<file path="config.mk">
export PLATFORM = sky130hd
export DESIGN_NAME = vga_sync_generator_flat
export DESIGN_NICKNAME = d
export VERILOG_FILES = /design/src/rtl/vga_sync_generator_pkg.sv /design/src/rtl/vga_sync_generator_if.sv /design/src/rtl/vga_sync_axis_counter.sv /design/src/rtl/vga_sync_generator.sv /design/src/flat_wrapper.sv
export SDC_FILE = /design/constraint.sdc
export NUM_CORES = 1
export LEC_CHECK = 0
export BUFFER_PORTS_ARGS = -buffer_cell sky130_fd_sc_hd__buf_2
export CAP_MARGIN = 0
export CORE_MARGIN = 5
export CORE_UTILIZATION = 45
export CTS_BUF_LIST = sky130_fd_sc_hd__clkbuf_16
export CTS_CLUSTER_DIAMETER = 150
export DETAILED_ROUTE_END_ITERATION = 16
export HOLD_SLACK_MARGIN = 0.03
export MAX_ROUTING_LAYER = met4
export PLACE_DENSITY = 0.67
export SLEW_MARGIN = 10
export SYNTH_ARGS = -nofsm -noshare
export SYNTH_HDL_FRONTEND = slang
export SYNTH_SLANG_ARGS = --single-unit
</file>
<file path="constraint.sdc">
create_clock -name Clk -period 5.8 [get_ports Clk]
set_clock_uncertainty 0.1 [all_clocks]
set_input_delay 0.29 -clock Clk [delete_from_list [all_inputs] [get_ports Clk]]
set_output_delay 0.29 -clock Clk [all_outputs]
set_load 0.005 [all_outputs]
</file>
<file path="src/rtl/vga_sync_generator_pkg.sv">
// Shared timing defaults (640x480@60), axis helpers and FSM encoding for the VGA sync generator.
// Optional Frame_Count output is enabled with VGA_SYNC_FRAME_COUNTER_EN.
package vga_sync_generator_pkg;

    localparam int unsigned DEF_H_VISIBLE     = 640;
    localparam int unsigned DEF_H_FRONT       = 16;
    localparam int unsigned DEF_H_SYNC        = 96;
    localparam int unsigned DEF_H_BACK        = 48;
    localparam int unsigned DEF_V_VISIBLE     = 480;
    localparam int unsigned DEF_V_FRONT       = 10;
    localparam int unsigned DEF_V_SYNC        = 2;
    localparam int unsigned DEF_V_BACK        = 33;
    localparam bit          DEF_SYNC_POLARITY = 1'b0;
    localparam int unsigned DEF_COUNTER_WIDTH = 10;

    localparam int unsigned FRAME_COUNT_WIDTH = 16;

    typedef enum logic [1:0] {
        ST_IDLE  = 2'd0,
        ST_RUN   = 2'd1,
        ST_DRAIN = 2'd2
    } state_e;

    // Axis order is visible, front porch, sync, back porch.
    function automatic int unsigned axis_total(input int unsigned visible, input int unsigned front,
                                               input int unsigned sync, input int unsigned back);
        return visible + front + sync + back;
    endfunction

    function automatic int unsigned sync_start(input int unsigned visible, input int unsigned front);
        return visible + front;
    endfunction

    function automatic int unsigned sync_end(input int unsigned visible, input int unsigned front,
                                             input int unsigned sync);
        return visible + front + sync;
    endfunction

endpackage

</file>
<file path="src/rtl/vga_sync_generator_if.sv">
// Timing bus between the sync generator (master) and the display path (slave).
// Frame_Count is present only when VGA_SYNC_FRAME_COUNTER_EN is defined.
interface vga_sync_generator_if #(
    parameter int unsigned COUNTER_WIDTH = vga_sync_generator_pkg::DEF_COUNTER_WIDTH
);
    logic                     Pixel_Tick;
    logic                     Enable;
    logic                     HSync;
    logic                     VSync;
    logic                     Active_Video;
    logic [COUNTER_WIDTH-1:0] Pixel_X;
    logic [COUNTER_WIDTH-1:0] Pixel_Y;
    logic                     Line_Start;
    logic                     Frame_Start;
    logic                     Running;
`ifdef VGA_SYNC_FRAME_COUNTER_EN
    logic [vga_sync_generator_pkg::FRAME_COUNT_WIDTH-1:0] Frame_Count;
`endif

    modport master (
        input  Pixel_Tick,
        input  Enable,
        output HSync,
        output VSync,
        output Active_Video,
        output Pixel_X,
        output Pixel_Y,
        output Line_Start,
        output Frame_Start,
        output Running
`ifdef VGA_SYNC_FRAME_COUNTER_EN
        , output Frame_Count
`endif
    );

    modport slave (
        output Pixel_Tick,
        output Enable,
        input  HSync,
        input  VSync,
        input  Active_Video,
        input  Pixel_X,
        input  Pixel_Y,
        input  Line_Start,
        input  Frame_Start,
        input  Running
`ifdef VGA_SYNC_FRAME_COUNTER_EN
        , input Frame_Count
`endif
    );

endinterface

</file>
<file path="src/rtl/vga_sync_axis_counter.sv">
// One timing axis: wrapping position counter plus next-value sync/visible decode,
// so the parent can register its outputs on the same edge as the count.
module vga_sync_axis_counter
    import vga_sync_generator_pkg::*;
#(
    parameter int unsigned VISIBLE  = DEF_H_VISIBLE,
    parameter int unsigned FRONT    = DEF_H_FRONT,
    parameter int unsigned SYNC     = DEF_H_SYNC,
    parameter int unsigned BACK     = DEF_H_BACK,
    parameter bit          POLARITY = DEF_SYNC_POLARITY,
    parameter int unsigned WIDTH    = DEF_COUNTER_WIDTH
) (
    input  logic             clk,
    input  logic             rst_n,
    input  logic             en,
    input  logic             clear,
    output logic [WIDTH-1:0] count,
    output logic             last_c,
    output logic             next_sync_c,
    output logic             next_visible_c
);

    localparam int unsigned TOTAL   = axis_total(VISIBLE, FRONT, SYNC, BACK);
    localparam int unsigned S_START = sync_start(VISIBLE, FRONT);
    localparam int unsigned S_END   = sync_end(VISIBLE, FRONT, SYNC);

    logic [WIDTH-1:0] count_d_c;
    logic             in_sync_c;

    // Kept separate from the next-count logic: the parent derives en from last_c.
    assign last_c = (count == WIDTH'(TOTAL - 1));

    always_comb begin
        count_d_c = count;
        if (clear) begin
            count_d_c = '0;
        end else if (en) begin
            count_d_c = last_c ? '0 : count + WIDTH'(1);
        end
    end

    assign in_sync_c      = (count_d_c >= WIDTH'(S_START)) && (count_d_c < WIDTH'(S_END));
    assign next_sync_c    = in_sync_c ? POLARITY : ~POLARITY;
    assign next_visible_c = (count_d_c < WIDTH'(VISIBLE));

    always_ff @(posedge clk or negedge rst_n) begin
        if (!rst_n) begin
            count <= '0;
        end else begin
            count <= count_d_c;
        end
    end

endmodule

</file>
<file path="src/rtl/vga_sync_generator.sv">
// VGA HSync/VSync and pixel-coordinate generator with frame-aligned start/stop.
// Define VGA_SYNC_FRAME_COUNTER_EN to add the 16-bit Frame_Count output.
module vga_sync_generator
    import vga_sync_generator_pkg::*;
#(
    parameter int unsigned H_VISIBLE     = DEF_H_VISIBLE,
    parameter int unsigned H_FRONT       = DEF_H_FRONT,
    parameter int unsigned H_SYNC        = DEF_H_SYNC,
    parameter int unsigned H_BACK        = DEF_H_BACK,
    parameter int unsigned V_VISIBLE     = DEF_V_VISIBLE,
    parameter int unsigned V_FRONT       = DEF_V_FRONT,
    parameter int unsigned V_SYNC        = DEF_V_SYNC,
    parameter int unsigned V_BACK        = DEF_V_BACK,
    parameter bit          SYNC_POLARITY = DEF_SYNC_POLARITY,
    parameter int unsigned COUNTER_WIDTH = DEF_COUNTER_WIDTH
) (
    input logic                  Clk,
    input logic                  Rst,
    vga_sync_generator_if.master bus
);

    state_e state;
    state_e state_d_c;

    logic [COUNTER_WIDTH-1:0] h_count;
    logic [COUNTER_WIDTH-1:0] v_count;
    logic h_last_c, v_last_c;
    logic h_sync_nx_c, v_sync_nx_c, h_vis_nx_c, v_vis_nx_c;

    logic counting_c, clear_c, start_c, h_en_c, v_en_c, frame_wrap_c;
    logic live_c, hsync_d_c, vsync_d_c, active_d_c, line_start_d_c, frame_start_d_c;

    logic hsync, vsync, active_video, line_start, frame_start, running;

    assign counting_c   = (state != ST_IDLE);
    assign clear_c      = ~counting_c;
    assign start_c      = (state == ST_IDLE) & bus.Enable & bus.Pixel_Tick;
    assign h_en_c       = counting_c & bus.Pixel_Tick;
    assign v_en_c       = h_en_c & h_last_c;
    assign frame_wrap_c = v_en_c & v_last_c;

    vga_sync_axis_counter #(
        .VISIBLE (H_VISIBLE),
        .FRONT   (H_FRONT),
        .SYNC    (H_SYNC),
        .BACK    (H_BACK),
        .POLARITY(SYNC_POLARITY),
        .WIDTH   (COUNTER_WIDTH)
    ) u_h_axis (
        .clk           (Clk),
        .rst_n         (Rst),
        .en            (h_en_c),
        .clear         (clear_c),
        .count         (h_count),
        .last_c        (h_last_c),
        .next_sync_c   (h_sync_nx_c),
        .next_visible_c(h_vis_nx_c)
    );

    vga_sync_axis_counter #(
        .VISIBLE (V_VISIBLE),
        .FRONT   (V_FRONT),
        .SYNC    (V_SYNC),
        .BACK    (V_BACK),
        .POLARITY(SYNC_POLARITY),
        .WIDTH   (COUNTER_WIDTH)
    ) u_v_axis (
        .clk           (Clk),
        .rst_n         (Rst),
        .en            (v_en_c),
        .clear         (clear_c),
        .count         (v_count),
        .last_c        (v_last_c),
        .next_sync_c   (v_sync_nx_c),
        .next_visible_c(v_vis_nx_c)
    );

    // Stop requests only take effect at the end of a complete frame.
    always_comb begin
        state_d_c = state;
        case (state)
            ST_IDLE:  if (start_c) state_d_c = ST_RUN;
            ST_RUN:   if (!bus.Enable) state_d_c = ST_DRAIN;
            ST_DRAIN: begin
                if (bus.Enable) begin
                    state_d_c = ST_RUN;
                end else if (frame_wrap_c) begin
                    state_d_c = ST_IDLE;
                end
            end
            default:  state_d_c = ST_IDLE;
        endcase
    end

    // Output next-values track the next counter values; IDLE forces the quiet pattern.
    always_comb begin
        live_c     = (state_d_c != ST_IDLE);
        hsync_d_c  = ~SYNC_POLARITY;
        vsync_d_c  = ~SYNC_POLARITY;
        active_d_c = 1'b0;
        if (live_c) begin
            hsync_d_c  = h_sync_nx_c;
            vsync_d_c  = v_sync_nx_c;
            active_d_c = h_vis_nx_c & v_vis_nx_c;
        end
        line_start_d_c  = start_c | (v_en_c & live_c);
        frame_start_d_c = start_c | (frame_wrap_c & live_c);
    end

    always_ff @(posedge Clk or negedge Rst) begin
        if (!Rst) begin
            state        <= ST_IDLE;
            hsync        <= ~SYNC_POLARITY;
            vsync        <= ~SYNC_POLARITY;
            active_video <= 1'b0;
            line_start   <= 1'b0;
            frame_start  <= 1'b0;
            running      <= 1'b0;
        end else begin
            state        <= state_d_c;
            hsync        <= hsync_d_c;
            vsync        <= vsync_d_c;
            active_video <= active_d_c;
            line_start   <= line_start_d_c;
            frame_start  <= frame_start_d_c;
            running      <= live_c;
        end
    end

    assign bus.HSync        = hsync;
    assign bus.VSync        = vsync;
    assign bus.Active_Video = active_video;
    assign bus.Pixel_X      = h_count;
    assign bus.Pixel_Y      = v_count;
    assign bus.Line_Start   = line_start;
    assign bus.Frame_Start  = frame_start;
    assign bus.Running      = running;

`ifdef VGA_SYNC_FRAME_COUNTER_EN
    logic [FRAME_COUNT_WIDTH-1:0] frame_count;

    // Counts every emitted Frame_Start; naturally holds while idle.
    always_ff @(posedge Clk or negedge Rst) begin
        if (!Rst) begin
            frame_count <= '0;
        end else if (frame_start_d_c) begin
            frame_count <= frame_count + FRAME_COUNT_WIDTH'(1);
        end
    end

    assign bus.Frame_Count = frame_count;
`endif

endmodule

</file>
<file path="src/flat_wrapper.sv">
// flat-port wrapper written by rule: the top's interface ports become plain ports
module vga_sync_generator_flat import vga_sync_generator_pkg::*;
#(
    parameter int unsigned H_VISIBLE     = DEF_H_VISIBLE,
    parameter int unsigned H_FRONT       = DEF_H_FRONT,
    parameter int unsigned H_SYNC        = DEF_H_SYNC,
    parameter int unsigned H_BACK        = DEF_H_BACK,
    parameter int unsigned V_VISIBLE     = DEF_V_VISIBLE,
    parameter int unsigned V_FRONT       = DEF_V_FRONT,
    parameter int unsigned V_SYNC        = DEF_V_SYNC,
    parameter int unsigned V_BACK        = DEF_V_BACK,
    parameter bit          SYNC_POLARITY = DEF_SYNC_POLARITY,
    parameter int unsigned COUNTER_WIDTH = DEF_COUNTER_WIDTH
)
  (Clk, Rst, bus_Pixel_Tick, bus_Enable, bus_HSync, bus_VSync, bus_Active_Video, bus_Pixel_X, bus_Pixel_Y, bus_Line_Start, bus_Frame_Start, bus_Running);
  vga_sync_generator_if #(.COUNTER_WIDTH(COUNTER_WIDTH)) bus_i ();
  input logic Clk;
  input logic Rst;
  input wire logic [$bits(bus_i.Pixel_Tick)-1:0] bus_Pixel_Tick;
  input wire logic [$bits(bus_i.Enable)-1:0] bus_Enable;
  output wire logic [$bits(bus_i.HSync)-1:0] bus_HSync;
  output wire logic [$bits(bus_i.VSync)-1:0] bus_VSync;
  output wire logic [$bits(bus_i.Active_Video)-1:0] bus_Active_Video;
  output wire logic [$bits(bus_i.Pixel_X)-1:0] bus_Pixel_X;
  output wire logic [$bits(bus_i.Pixel_Y)-1:0] bus_Pixel_Y;
  output wire logic [$bits(bus_i.Line_Start)-1:0] bus_Line_Start;
  output wire logic [$bits(bus_i.Frame_Start)-1:0] bus_Frame_Start;
  output wire logic [$bits(bus_i.Running)-1:0] bus_Running;
  assign bus_i.Pixel_Tick = bus_Pixel_Tick;
  assign bus_i.Enable = bus_Enable;
  assign bus_HSync = bus_i.HSync;
  assign bus_VSync = bus_i.VSync;
  assign bus_Active_Video = bus_i.Active_Video;
  assign bus_Pixel_X = bus_i.Pixel_X;
  assign bus_Pixel_Y = bus_i.Pixel_Y;
  assign bus_Line_Start = bus_i.Line_Start;
  assign bus_Frame_Start = bus_i.Frame_Start;
  assign bus_Running = bus_i.Running;
  vga_sync_generator #(.H_VISIBLE(H_VISIBLE), .H_FRONT(H_FRONT), .H_SYNC(H_SYNC), .H_BACK(H_BACK), .V_VISIBLE(V_VISIBLE), .V_FRONT(V_FRONT), .V_SYNC(V_SYNC), .V_BACK(V_BACK), .SYNC_POLARITY(SYNC_POLARITY), .COUNTER_WIDTH(COUNTER_WIDTH)) u_core (.Clk(Clk), .Rst(Rst), .bus(bus_i));
endmodule
</file>
==> flow_summary_export.csv, run 1 <==
group,metric,value,unit
global_routing,grt_first_pass_wirelength,5.63,mm
cts,worst_skew_pair.late_latency,0.26,ns
cts,clkTransAtPathRegs,0.07,ns
cts,cts_max_path_buffers,2,
floorplan,io_pins,30,
synthesis,synth.top_cell.area_share,42.9,%
sta,max_freq,374,MHz
global_routing,grt_use_met3,1.97,%
synthesis,synth-seq-area-share,46.3,%
placement,placed_cells,229,
sta,rsz0062_at_grt,"no",
sta,fin_setup_tns,0,ns
routing,wirelength,3.52,mm
synthesis,synth_area,1520,µm²
floorplan,core,3310,µm²
synthesis,synth.avg_cell_area,9.61,µm²
sta,relSlewSlack,49.8,%
synthesis,synth_edf_count,0,
synthesis,ys_async_sr_fraction,100,%
layout,n_fill_cell,328,
layout,fin_cells,234,
layout,antenna_cells,0,
global_routing,gr-usage-all-layers,16.5,%
cts,postCtsSetupBuffers,0,
sta,final_max_slew_viol_count,0,
floorplan,die_w,68.1,µm
placement,port_buffers,29,
routing,drc,0,
global_routing,grt_pass1_vias,1203,
routing,drt-wirelength-per-cell,15.0,µm
synthesis,ys_warn_count,0,
floorplan,die_h,68.1,µm
global_routing,gr-max-usage-layer,"met2",
synthesis,ys_types,42,
worst_setup_path,critPathArrivalTime,2.74,ns
worst_setup_path,end_kind,"register",
global_routing,use_met1,22.2,%
hold_path,min_path_type,"in -> reg",
routing,avgViaCountPerCell,5.47,
sta,period_share,46.2,%
worst_setup_path,startpoint_type,"register",
global_routing,overflow,0,
layout,drive_gt1_share,22.3,%
floorplan,rows,21,
layout,multi_input_area,756,µm²
floorplan,die-area,4630,µm²
synthesis,synthTopCellsByArea,"dfrtp_1 (43%), nor2_1 (5.9%), xnor2_1 (5.8%)",
routing,drt_iter0_drc,73,
worst_setup_path,worstSetupPathType,"reg -> reg",
synthesis,yosysMostFrequentCell,"dfrtp_1",
global_routing,grt_antenna_before_repair,0,
placement,gp_congestion,0.857,
routing,first_pass_iters,4,
worst_setup_path,critPathMaxFanout,5,
cts,tritoncts_num_sinks,28,
synthesis,yosys_register_bits,28,
synthesis,synth_top_area_cell,"dfrtp_1",
power,p_leak,0.785,nW
floorplan,initial_core_util,45.8,%
synthesis,synth_ff_type,"dfrtp_1",
power,powerDensity,250,nW/µm²
synthesis,synthCells,158,
synthesis,syn_nets,165,
cts,cts-htree-levels,1,
sta,hold_viol_final,0,
layout,layout.nets,196,
cts,cts-root-buf,"clkbuf_16",
cts,cts_tree,"built",
sta,period_needed,2.68,ns
routing,antenna_left,0,
cts,postCtsResizedCells,0,
cts,postCtsHoldBufs,1,
placement,dp_hpwl,2.70,mm
layout,synthToLayoutAreaGrowth,19.0,%
outcome,status,"complete, no violations",
layout,regArea,703,µm²
cts,numCtsBuffers,3,
global_routing,grt_max_degree,29,
routing,vias,1280,
global_routing,met2_usage,26.4,%
worst_setup_path,required,5.86,ns
job,maxCapViolCount,0,
sta,tightestPinTransition,0.746,ns
power,vdd_ir_drop_max,0.120,mV
sta,setup_viol,0,
synthesis,synth_common_cells,"dfrtp_1 (26), nor2_1 (24), xnor2_1 (10)",
layer usage:
| layer | vias to the layer above | share of wire (%) |
|---|---|---|
| met5 | - | 0 |
| met4 | 0 | 0.60 |
| li1 | 625 | - |
| met2 | 32 | 48 |
| met1 | 621 | 48 |
| met3 | 2 | 3.4 |
logic make-up (layout without fill, tap and decap cells):
family,count (synthesis),after routing,synth area share [%]
AOI/OAI and AO/OA,19,19,8.66
buffers and inverters,12,42,3.87
DFF,28,28,46.3
xor gates and xnor gates,15,15,8.66
and+or+nand+nor,81,81,30.0
adders and majority gates,3,3,2.47
per-stage QoR:
stage          setup WS [ns]  total power, W  instance area [µm²]  hold slack (ns)  utilization [%]
2_1_floorplan           3.51        0.000237                 1520           -0.106                -
6_report                3.12        0.000452                 1810            0.187             54.6
5_1_grt                 2.96        0.000470                 1810            0.197             54.6
3_3_place_gp            3.26        0.000253                 1690            0.229             51.1
4_1_cts                 3.16        0.000455                 1810            0.188             54.6
3_5_place_dp            3.18        0.000254                 1690            0.245             51.1
cell usage in the layout, fill, tap and decap left out, types with 2 or more instances in the layout:
cell,count
nor4b_1,2
nand2_1,8
buf_2,29
dfrtp_1,26
nand4b_1,2
and3_1,2
xnor2_1,10
o21ai_0,4
nand2b_1,5
clkbuf_16,3
inv_1,8
nand3_1,7
ha_1,3
nor4_1,5
dfstp_2,2
a21oi_1,5
or4_1,2
nor3_1,7
nand4_1,4
or3_1,3
nand4bb_1,2
nor2_1,24
xor2_1,5
layout make-up:
class                      instances  area share [%]
clock buffer                       3            4.16
timing repair buffer              30            8.59
tap                               46            3.19
clock inverter                     1            1.66
multi-input combinational        118            41.8
inverter                           8            1.66
sequential                        28            38.9
critical path, cell delays in order (launching register included):
cell      delay [ns]
dfrtp_1         0.41
ha_1            0.25
nand2_1         0.15
nor4_1          0.65
nand4_1         0.20
xor2_1          0.20
nor4b_1         0.47
nand4b_1        0.14
sequential cells by signal (all words and copies together), names as in the netlist:
signal                   cells
u_core.bus.Frame_Start       1
u_core.bus.VSync             1
u_core.u_v_axis.count       10
u_core.bus.Running           1
u_core.bus.HSync             1
u_core.bus.Active_Video      1
u_core.state                 2
u_core.bus.Line_Start        1
u_core.u_h_axis.count       10
power breakdown:
part           switching [W]  internal (W)  leakage, nW   total, W
clock              0.0000638      0.000137       0.0511   0.000201
sequential        0.00000587      0.000202        0.375   0.000208
combinational      0.0000277     0.0000153        0.359  0.0000429
final timing paths:
| path | start | to | slack (ns) | depth (start not counted) |
|---|---|---|---|---|
| hold / removal | bus_Enable | u_core.state[0]$_DFF_PN0_ | 0.19 | 2 |
| setup / recovery | u_core.u_h_axis.count[0]$_DFF_PN0_ | u_core.bus.VSync$_DFF_PN1_ | 3.12 | 7 |
| max in group asynchronous | Rst | u_core.u_v_axis.count[7]$_DFF_PN0_ | 4.71 | 2 |
| hold reg to reg | u_core.u_h_axis.count[1]$_DFF_PN0_ | u_core.u_h_axis.count[1]$_DFF_PN0_ | 0.51 | 2 |
| setup reg to reg | u_core.u_h_axis.count[0]$_DFF_PN0_ | u_core.bus.VSync$_DFF_PN1_ | 3.12 | 7 |
| min in group asynchronous | Rst | u_core.u_v_axis.count[0]$_DFF_PN0_ | 0.48 | 2 |
No activity file was read; power rests on OpenSTA's default activity.
==> run 2: changes to the inputs <==
==> constraint.sdc (replaced) <==
create_clock -name Clk -period 2.6 [get_ports Clk]
set_clock_uncertainty 0.1 [all_clocks]
set_input_delay 0.13 -clock Clk [delete_from_list [all_inputs] [get_ports Clk]]
set_output_delay 0.13 -clock Clk [all_outputs]
set_load 0.005 [all_outputs]
==> flow_summary_export.csv, run 2 (synthesis gave the netlist of run 1 again) <==
group,metric,value,unit
worst_setup_path,end_kind,"register",
cts,cts_max_path_buffers,2,
global_routing,grt_first_pass_wirelength,5.89,mm
placement,placed_cells,233,
floorplan,die_w,68.1,µm
layout,largestRegisters,"u_core.u_h_axis.count x10, u_core.u_v_axis.count x10, u_core.state x2",
layout,finalCoreUtilization,55.5,%
worst_setup_path,critPathMaxFanout,7,
placement,port_buffers,29,
cts,tritoncts_num_sinks,28,
cts,cts_tree,"built",
cts,postCtsHoldBufs,1,
sta,setup_viol,0,
cts,numCtsBuffers,3,
cts,postCtsSetupBuffers,0,
global_routing,grt_pass1_vias,1271,
sta,fin_setup_tns,0,ns
floorplan,die_h,68.1,µm
global_routing,overflow,0,
worst_setup_path,r2r-start,"u_core.u_h_axis.count[0]$_DFF_PN0_",
cts,cts-htree-levels,1,
placement,dp_hpwl,2.82,mm
hold_path,hold_start,"bus_Enable",
floorplan,core,3310,µm²
routing,avgViaCountPerCell,5.53,
worst_setup_path,startpoint_type,"register",
floorplan,die-area,4630,µm²
routing,vias,1316,
sta,tightestPinTransition,0.595,ns
routing,drt_iter0_drc,139,
sta,period_share,93.3,%
floorplan,initial_core_util,45.8,%
job,maxCapViolCount,0,
power,p_leak,0.806,nW
worst_setup_path,required,2.68,ns
power,vdd_ir_drop_max,0.418,mV
sta,relSlewSlack,60.3,%
global_routing,gr-usage-all-layers,17.7,%
layout,synthToLayoutAreaGrowth,21.0,%
routing,first_pass_iters,4,
outcome,status,"complete, no violations",
layout,layout.nets,200,
cts,cts-root-buf,"clkbuf_16",
sta,hold_viol_final,0,
placement,gp_congestion,0.958,
power,powerDensity,555,nW/µm²
worst_setup_path,critPathArrivalTime,2.51,ns
cts,clkTransAtPathRegs,0.07,ns
floorplan,rows,21,
layout,n_fill_cell,315,
sta,max_freq,412,MHz
layout,final_common_cell,"buf_2",
global_routing,grt_max_degree,29,
routing,drc,0,
cts,worst_skew_pair.late_latency,0.26,ns
routing,wirelength,3.66,mm
layout,antenna_cells,0,
routing,drt-wirelength-per-cell,15.4,µm
layout,fin_cells,238,
cts,postCtsResizedCells,0,
layout,drive_gt1_share,24.0,%
hold_path,min_path_type,"in -> reg",
routing,antenna_left,0,
global_routing,grt_antenna_before_repair,0,
layout,final_cell_mix,"buf_2 (29), dfrtp_1 (26), nor2_1 (24)",
sta,rsz0062_at_grt,"no",
sta,final_max_slew_viol_count,0,
sta,period_needed,2.43,ns
worst_setup_path,cp-startpoint,"u_core.u_h_axis.count[0]$_DFF_PN0_",
floorplan,io_pins,30,
worst_setup_path,worstSetupPathType,"reg -> reg",
==> run 2: critical path: stages (launching register included) <==
cell and delay (ns):
dfrtp_1 0.41, ha_1 0.24, nand2_1 0.16, or4_4 0.59, nand2_8 0.12, nor2_2 0.06, nand3b_1 0.15, or4_1 0.51
==> run 2: layout make-up <==
type                            instances  area (µm²)  share of cell area [%]
Clock buffer                            3        75.1                    4.09
Clock inverter                          1        30.0                    1.63
Inverter                                8        30.0                    1.63
Multi-Input combinational cell        118         756                    41.1
Sequential cell                        28         703                    38.3
Tap cell                               46        57.6                    3.13
Timing Repair Buffer                   34         185                    10.1
==> run 2: per-stage QoR <==
step | instance area (µm²) | hold WS (ns) | total power [W] | worst slack [ns]
after floorplan | 1520 | -0.266 | 0.000528 | 0.307
after global placement | 1720 | 0.0785 | 0.000574 | 0.232
after detailed placement | 1720 | 0.0811 | 0.000574 | 0.187
after CTS | 1840 | 0.0343 | 0.00103 | 0.189
after global routing | 1840 | 0.0415 | 0.00106 | 0.0158
final | 1840 | 0.0344 | 0.00102 | 0.174
==> run 2: final timing paths <==
check | depth (start not counted) | slack [ns] | endpoint
setup / recovery | 7 | 0.17 | u_core.bus.HSync$_DFF_PN1_
hold / removal | 2 | 0.03 | u_core.state[0]$_DFF_PN0_
setup reg to reg | 7 | 0.17 | u_core.bus.HSync$_DFF_PN1_
hold reg to reg | 2 | 0.50 | u_core.u_h_axis.count[1]$_DFF_PN0_
max in group asynchronous | 2 | 1.70 | u_core.u_v_axis.count[7]$_DFF_PN0_
min in group asynchronous | 2 | 0.30 | u_core.u_v_axis.count[8]$_DFF_PN0_
==> run 2: layer usage <==
layer  GRT usage, %  routed length [µm]  up-vias
met5              -                   0        -
met4           5.21                  42        0
met3           3.61                 238        6
met2           30.2                1800       43
met1           21.1                1580      636
li1               -                   -      631
==> run 2: report_power, final <==
part,total [W],switching [W],internal (W)
logic,0.000103,0.0000631,0.0000396
clock network,0.000453,0.000146,0.000307
registers,0.000465,0.0000136,0.000451
total,0.00102,0.000223,0.000797
